`config.mk`:
```
export PLATFORM = sky130hd
export DESIGN_NAME = collatz_range
export DESIGN_NICKNAME = d
export VERILOG_FILES = /design/src/rtl/collatz_range.sv
export SDC_FILE = /design/constraint.sdc
export NUM_CORES = 2
export LEC_CHECK = 0
export BUFFER_PORTS_ARGS = -buffer_cell sky130_fd_sc_hd__buf_2
export CAP_MARGIN = 20
export CORE_MARGIN = 1
export CORE_UTILIZATION = 55
export DETAILED_ROUTE_END_ITERATION = 10
export HOLD_SLACK_MARGIN = 0.05
export PLACE_DENSITY = 0.7
export SLEW_MARGIN = 20
export SYNTH_ARGS = -nofsm -noshare
export SYNTH_HDL_FRONTEND = slang
export SYNTH_SLANG_ARGS = --single-unit
```
`constraint.sdc`:
```
create_clock -name clk -period 15.6 [get_ports clk]
set_clock_uncertainty 0.1 [all_clocks]
set_input_delay 3.12 -clock clk [delete_from_list [all_inputs] [get_ports clk]]
set_output_delay 3.12 -clock clk [all_outputs]
set_load 0.05 [all_outputs]
```
`src/rtl/collatz_range.sv`:
```
// Purpose: evaluate Collatz counts for RAM_WORDS consecutive start values and store them in a RAM.
// Latency: one RUN edge per sequence value (min one per start value); readback one cycle after the offset.
// Backpressure: none; go is honoured only in IDLE and ignored while a run is active.
module collatz_range #(
    parameter int RAM_WORDS     = 256,
    parameter int RAM_ADDR_BITS = 8
) (
    input  logic        clk,
    input  logic        reset,
    input  logic        go,
    input  logic [31:0] start,
    output logic        done,
    output logic [15:0] count
);

    typedef enum logic {
        IDLE = 1'b0,
        RUN  = 1'b1
    } state_t;

    localparam logic [RAM_ADDR_BITS-1:0] LAST_ADDR = RAM_ADDR_BITS'(RAM_WORDS - 1);

    state_t                   state_q, state_d;
    logic [31:0]              base_q, base_d;
    logic [31:0]              n_q, n_d;
    logic [15:0]              iter_q, iter_d;
    logic [RAM_ADDR_BITS-1:0] addr_q, addr_d;
    logic                     done_q, done_d;
    logic [15:0]              count_q, count_d;

    logic [15:0]              mem [RAM_WORDS];
    logic                     ram_we;
    logic [15:0]              ram_wdat;
    logic                     wr_cond;
    logic [RAM_ADDR_BITS-1:0] rd_addr;

    // A value is finished once it reaches 1, collapses to 0 through wrap, or saturates the counter.
    assign wr_cond = (n_q == 32'd1) || (n_q == 32'd0) || (iter_q == 16'hFFFF);
    assign rd_addr = start[RAM_ADDR_BITS-1:0];

    // Next-state logic: IDLE serves readback and accepts go; RUN steps or writes once per edge.
    always_comb begin
        state_d  = state_q;
        base_d   = base_q;
        n_d      = n_q;
        iter_d   = iter_q;
        addr_d   = addr_q;
        done_d   = 1'b0;
        count_d  = count_q;
        ram_we   = 1'b0;
        ram_wdat = iter_q;

        case (state_q)
            IDLE: begin
                // Readback uses the RAM contents before any write of a run started this edge.
                count_d = mem[rd_addr];
                if (go) begin
                    base_d  = start;
                    n_d     = start;
                    iter_d  = 16'd1;
                    addr_d  = '0;
                    state_d = RUN;
                end
            end
            RUN: begin
                if (wr_cond) begin
                    ram_we   = 1'b1;
                    ram_wdat = (n_q == 32'd0) ? 16'd0 : iter_q;
                    n_d      = base_q + 32'(addr_q) + 32'd1;
                    iter_d   = 16'd1;
                    addr_d   = addr_q + RAM_ADDR_BITS'(1);
                    if (addr_q == LAST_ADDR) begin
                        state_d = IDLE;
                        done_d  = 1'b1;
                    end
                end else begin
                    n_d    = n_q[0] ? (n_q * 32'd3 + 32'd1) : (n_q >> 1);
                    iter_d = iter_q + 16'd1;
                end
            end
            default: state_d = IDLE;
        endcase
    end

    // State register with synchronous reset; reset wins over go and over any in-flight run.
    always_ff @(posedge clk) begin
        if (reset) begin
            state_q <= IDLE;
            base_q  <= '0;
            n_q     <= '0;
            iter_q  <= 16'd1;
            addr_q  <= '0;
            done_q  <= 1'b0;
            count_q <= '0;
        end else begin
            state_q <= state_d;
            base_q  <= base_d;
            n_q     <= n_d;
            iter_q  <= iter_d;
            addr_q  <= addr_d;
            done_q  <= done_d;
            count_q <= count_d;
        end
    end

    // Result RAM write port; contents survive reset.
    always_ff @(posedge clk) begin
        if (ram_we && !reset) begin
            mem[addr_q] <= ram_wdat;
        end
    end

    assign done  = done_q;
    assign count = count_q;

endmodule

```
# After elaboration in Yosys (flattened, before gate mapping)
# Memory sizes are Yosys's and may differ from the RTL's. A register that Yosys moved wholly into a read port is not among the register bits.
# Cells that the tools add are included.
# classes
n_addsub	5
n_mul	1
eq_ne	5
n_mux	22
n_bitwise	2
reduce_logical	9
# op_table
operator	count
32-bit 2-to-1 mux	3
16-bit 2-to-1 mux	5
32-bit by 1-bit adder with 32-bit output (second input constant)	2
32-bit one-hot mux with 2 select lines	1
32-bit by 8-bit adder with 32-bit output	1
32-bit by 1-bit == test with 1-bit output (second input constant)	1
32-bit zero test	1
32-bit by 2-bit multiplier with 32-bit output (second input constant)	1
16-bit one-hot mux with 2 select lines	1
16-bit by 1-bit adder with 16-bit output (second input constant)	1
16-bit == test (second input constant)	1
8-bit 2-to-1 mux	2
8-bit one-hot mux with 2 select lines	1
8-bit by 1-bit adder with 8-bit output (second input constant)	1
8-bit == test (second input constant)	1
1-bit 2-to-1 mux	8
2-bit AND reduction	2
3-bit OR reduction	1
1-bit zero test	2
1-bit logical OR	2
2-bit by 1-bit != test with 1-bit output (second input constant)	1
2-bit != test (second input constant)	1
1-bit NOT	2
1-bit one-hot mux with 2 select lines	1
1-bit logical AND	1
# totals
ff_bits	90
mem_bits_rw	4096
in_bits	35
out_inout_bits	17
n_memories	1
# mem_list
name	depth	width	read_ports	rd_clocked_by_memory_dff	wr	line_no	text
mem	256	16	1	1	1	31	logic [15:0] mem [RAM_WORDS];

# Logic depth before layout (Yosys ltp)
# depth
word_depth	8
mapped_depth	13
mapped_depth_nobuf	11

# Worst setup path after synthesis
# Ideal clock, no wire load.
# synth_timing
path_kind	in2reg
from	input reset
to	memory mem[63][0] (enable)
setup_ns	0.436
arrival_time_ns	5.390
path_slack_ns	9.674
stages	4
cell_sequence	clkbuf_1 > nor2_1 > nand2_2 > nor4b_1
# synth_via
elab_chain_cells	4
# synth_lines
element	line_no	text
start, declared	9	input logic reset,
1-bit zero test	108	if (ram_we && !reset) begin
1-bit logical AND	108	
1-bit 2-to-1 mux	108	
1-bit 2-to-1 mux (not written as such)	109	mem[addr_q] <= ram_wdat;
end, declared	31	
# Every way passes these cells.

==> qor.csv <==
metric,value,unit
placed insts,11600,
P_leak,0.0612,uW
number of H-tree levels,5,
DR WL/cell,34.0,um
Final TNS setup,0,ns
clock root buffer master,clkbuf_16,
Reg2Reg Depth,11,
Worst Path Arrival,8.71,ns
Initial DRC Count,12300,
number of port buffers,51,
Final Instance Count excl. Fillers,12400,
Area Overhead vs Synth,12.1,%
clk slew on worst S/H paths,0.07,ns
period utilization,0.510,
total gr overflow,0,
post-CTS sizing,0,
share of async-settable or async-resettable flops after synthesis,0,
gpl congestion,0.915,
Tot Pwr,22900,uW
# IOs,52,
vias per cell,6.64,
Initial Util,0.553,
vias in the first global route,81500,
Die Width,548,um
Mapped Nets,7842,
design area,184000,um^2
Critical Path End Type,register,
sequential area share after synthesis,0.763,
Slew Limit Fails,0,
Buf/Inv on CP,4,
final wirelength,421,mm
Synth cell types,78,
Post-synth EDFFs,4096,
First-pass DRT Iterations,8,
CTS Buf Count,414,
max_cap viols,0,
main flop type after synthesis,edfxtp_1,
nets,8222,
crit path kind,input pin to register,
initial antenna violation count,19,
Critical Path Start Type,input pin,
crit-path cells,buf_8 -> buf_12 -> buf_12 -> buf_4 -> mux4_2 -> mux4_2 -> nor2_1 -> a2111oi_0 -> o211ai_1 -> nand4_1,
Rel. slew slack,0.136,
post-layout min period,7.95,ns
RSZ-0062 raised after global routing,no,
Hold Fails Final Rpt,0,
die height,548,um
critical path data required time,16.36,ns
Yosys reg bits,4202,
clk sink count,4202,
Finish-stage setup viols,0,
Post-CTS Hold Buffers,0,
Hold Path Stages,2,
Total GRT Usage,0.280,
Layout Utilization,0.620,
vias,82300,
Post-Syn Area,164000,um^2
Worst path depth,10,
Yosys warnings,0,
HP Class,register to register,
actual slew at the worst max-slew pin,1.30,ns
TritonCTS clock tree,yes,
status,"finished, final reports clean",
Core ar.,297000,um^2
worst skew pair latency,0.99,ns
maximum clock frequency,0.126,GHz
worst-path maximum fanout,131,
Post-Synthesis Cells,7743,
Mean Syn Cell Area,21.2,um^2
post-CTS setup repair buffer count,0,
Peak VDD IR,96.6,uV
layout cell share with drive strength beyond 1,0.257,
die area,300000,um^2
Crit path largest cell delay,0.96,ns
Worst path slowest cell,a2111oi_0,
Max Root-Sink Buffers,4,
row cnt,200,
Crit path max-delay family,buffers and inverters,
Detail Placement HPWL,244,mm
first-pass GRT wire length,598,mm
largest net degree at the start of global routing,179,
pwr/cell area,125,nW/um^2
DRC viols,0,
Area after DPL,170000,um^2
Routed Antenna Nets,0,
## path summary, 6_finish.rpt
check	startpoint	to	slack, ns
worst min-delay path	base_q[5]	base_q[5]	0.37
worst min register to register	base_q[5]	base_q[5]	0.37
worst max register to register	n_q[23]	mem[101][12]	10.15
worst max-delay path	start[1]	count[15]	7.65
## metrics by stage
step,hold WS [ns],worst slack [ns]
2_1_floorplan,0.336,9.67
6_report,0.366,7.65
3_3_place_gp,0.349,5.42
3_5_place_dp,0.354,6.91
4_1_cts,0.363,7.87
5_1_grt,0.390,7.64
## sequential cells by signal (all words and copies together), names as in the netlist, named ones only
name / count
mem: 4096
addr_q: 8
iter_q: 16
done: 1
base_q: 32
count: 16
state_q: 1
n_q: 31
## worst min-delay path: cells and delay by family, from the launching register on
family | cells | cell delay, ns
AO/OA/AOI/OAI | 1 | 0.05
AND/OR/NAND/NOR | 1 | 0.05
flip-flops | 1 | 0.32
## cell usage after synthesis, types with 11 or more instances
library cell | n | share of area
mux4_2 | 1056 | 0.14
xor2_1 | 23 | 0.0012
buf_2 | 133 | 0.0041
a221oi_1 | 11 | 0.00059
a21oi_1 | 164 | 0.0050
nor2_1 | 371 | 0.0085
nand4_1 | 34 | 0.0013
a21o_1 | 18 | 0.00082
o22ai_1 | 119 | 0.0045
dfxtp_1 | 106 | 0.013
inv_1 | 42 | 0.00096
ha_1 | 62 | 0.0047
a211oi_1 | 52 | 0.0024
o32a_1 | 16 | 0.00098
nand2_1 | 260 | 0.0060
clkbuf_1 | 231 | 0.0053
a2111oi_0 | 51 | 0.0027
mux2i_1 | 315 | 0.019
buf_1 | 34 | 0.00078
buf_4 | 46 | 0.0021
o21ai_1 | 16 | 0.00049
o221ai_1 | 37 | 0.0020
and3_1 | 15 | 0.00057
nor4_1 | 18 | 0.00069
o211ai_1 | 55 | 0.0025
nand3_1 | 31 | 0.00095
edfxtp_1 | 4096 | 0.75
and2_1 | 23 | 0.00088
xnor2_1 | 31 | 0.0017
nor2b_1 | 13 | 0.00050
o21ai_0 | 125 | 0.0038
## power by group
part,internal (uW),switching [uW]
Clock,5510,4200
Combinational,339,571
Sequential,12200,27.6
Total,18100,4800
## per-layer routing
| layer | vias up | routed length, um | track usage |
|---|---|---|---|
| met5 | - | 45 | 0 |
| met1 | 43600 | 159000 | 0.393 |
| met2 | 4733 | 198000 | 0.432 |
| met4 | 6 | 17000 | 0.105 |
| met3 | 751 | 47000 | 0.0681 |
| li1 | 33200 | - | - |
## cell families (layout without fill, tap and decap cells)
logic type / after synthesis / in the layout / share of synthesized area
AO/OA/AOI/OAI: 732 / 732 / 0.0294
XOR/XNOR: 54 / 54 / 0.00288
adder cells (fa/ha/maj): 64 / 64 / 0.00497
buffers and inverters: 497 / 1206 / 0.0139
flip-flops: 4202 / 4202 / 0.763
multiplexers: 1371 / 1371 / 0.164
other: 0 / 7 / 0
AND/OR/NAND/NOR: 823 / 823 / 0.0218
## final cells by class
class	instances	area, um^2
Sequential cell	4202	125000
Antenna cell	7	17.5
Inverter	43	161
Clock inverter	247	2350
Tap cell	3939	4930
Timing Repair Buffer	418	3370
Clock buffer	498	10800
Fill cell	19900	113000
Multi-Input combinational cell	3044	37100
## cell usage in the layout (no fill, tap or decap), types with 112 or more instances in the layout
cell / synthesis / routed
nor2_1: 371 / 320
mux4_2: 1056 / 1056
o22ai_1: 119 / 112
a21oi_1: 164 / 164
clkbuf_16: 0 / 419
mux2i_1: 315 / 315
buf_4: 46 / 328
edfxtp_1: 4096 / 4096
nand2_1: 260 / 248
o21ai_0: 125 / 125
Power figures use the tool's default switching activity.
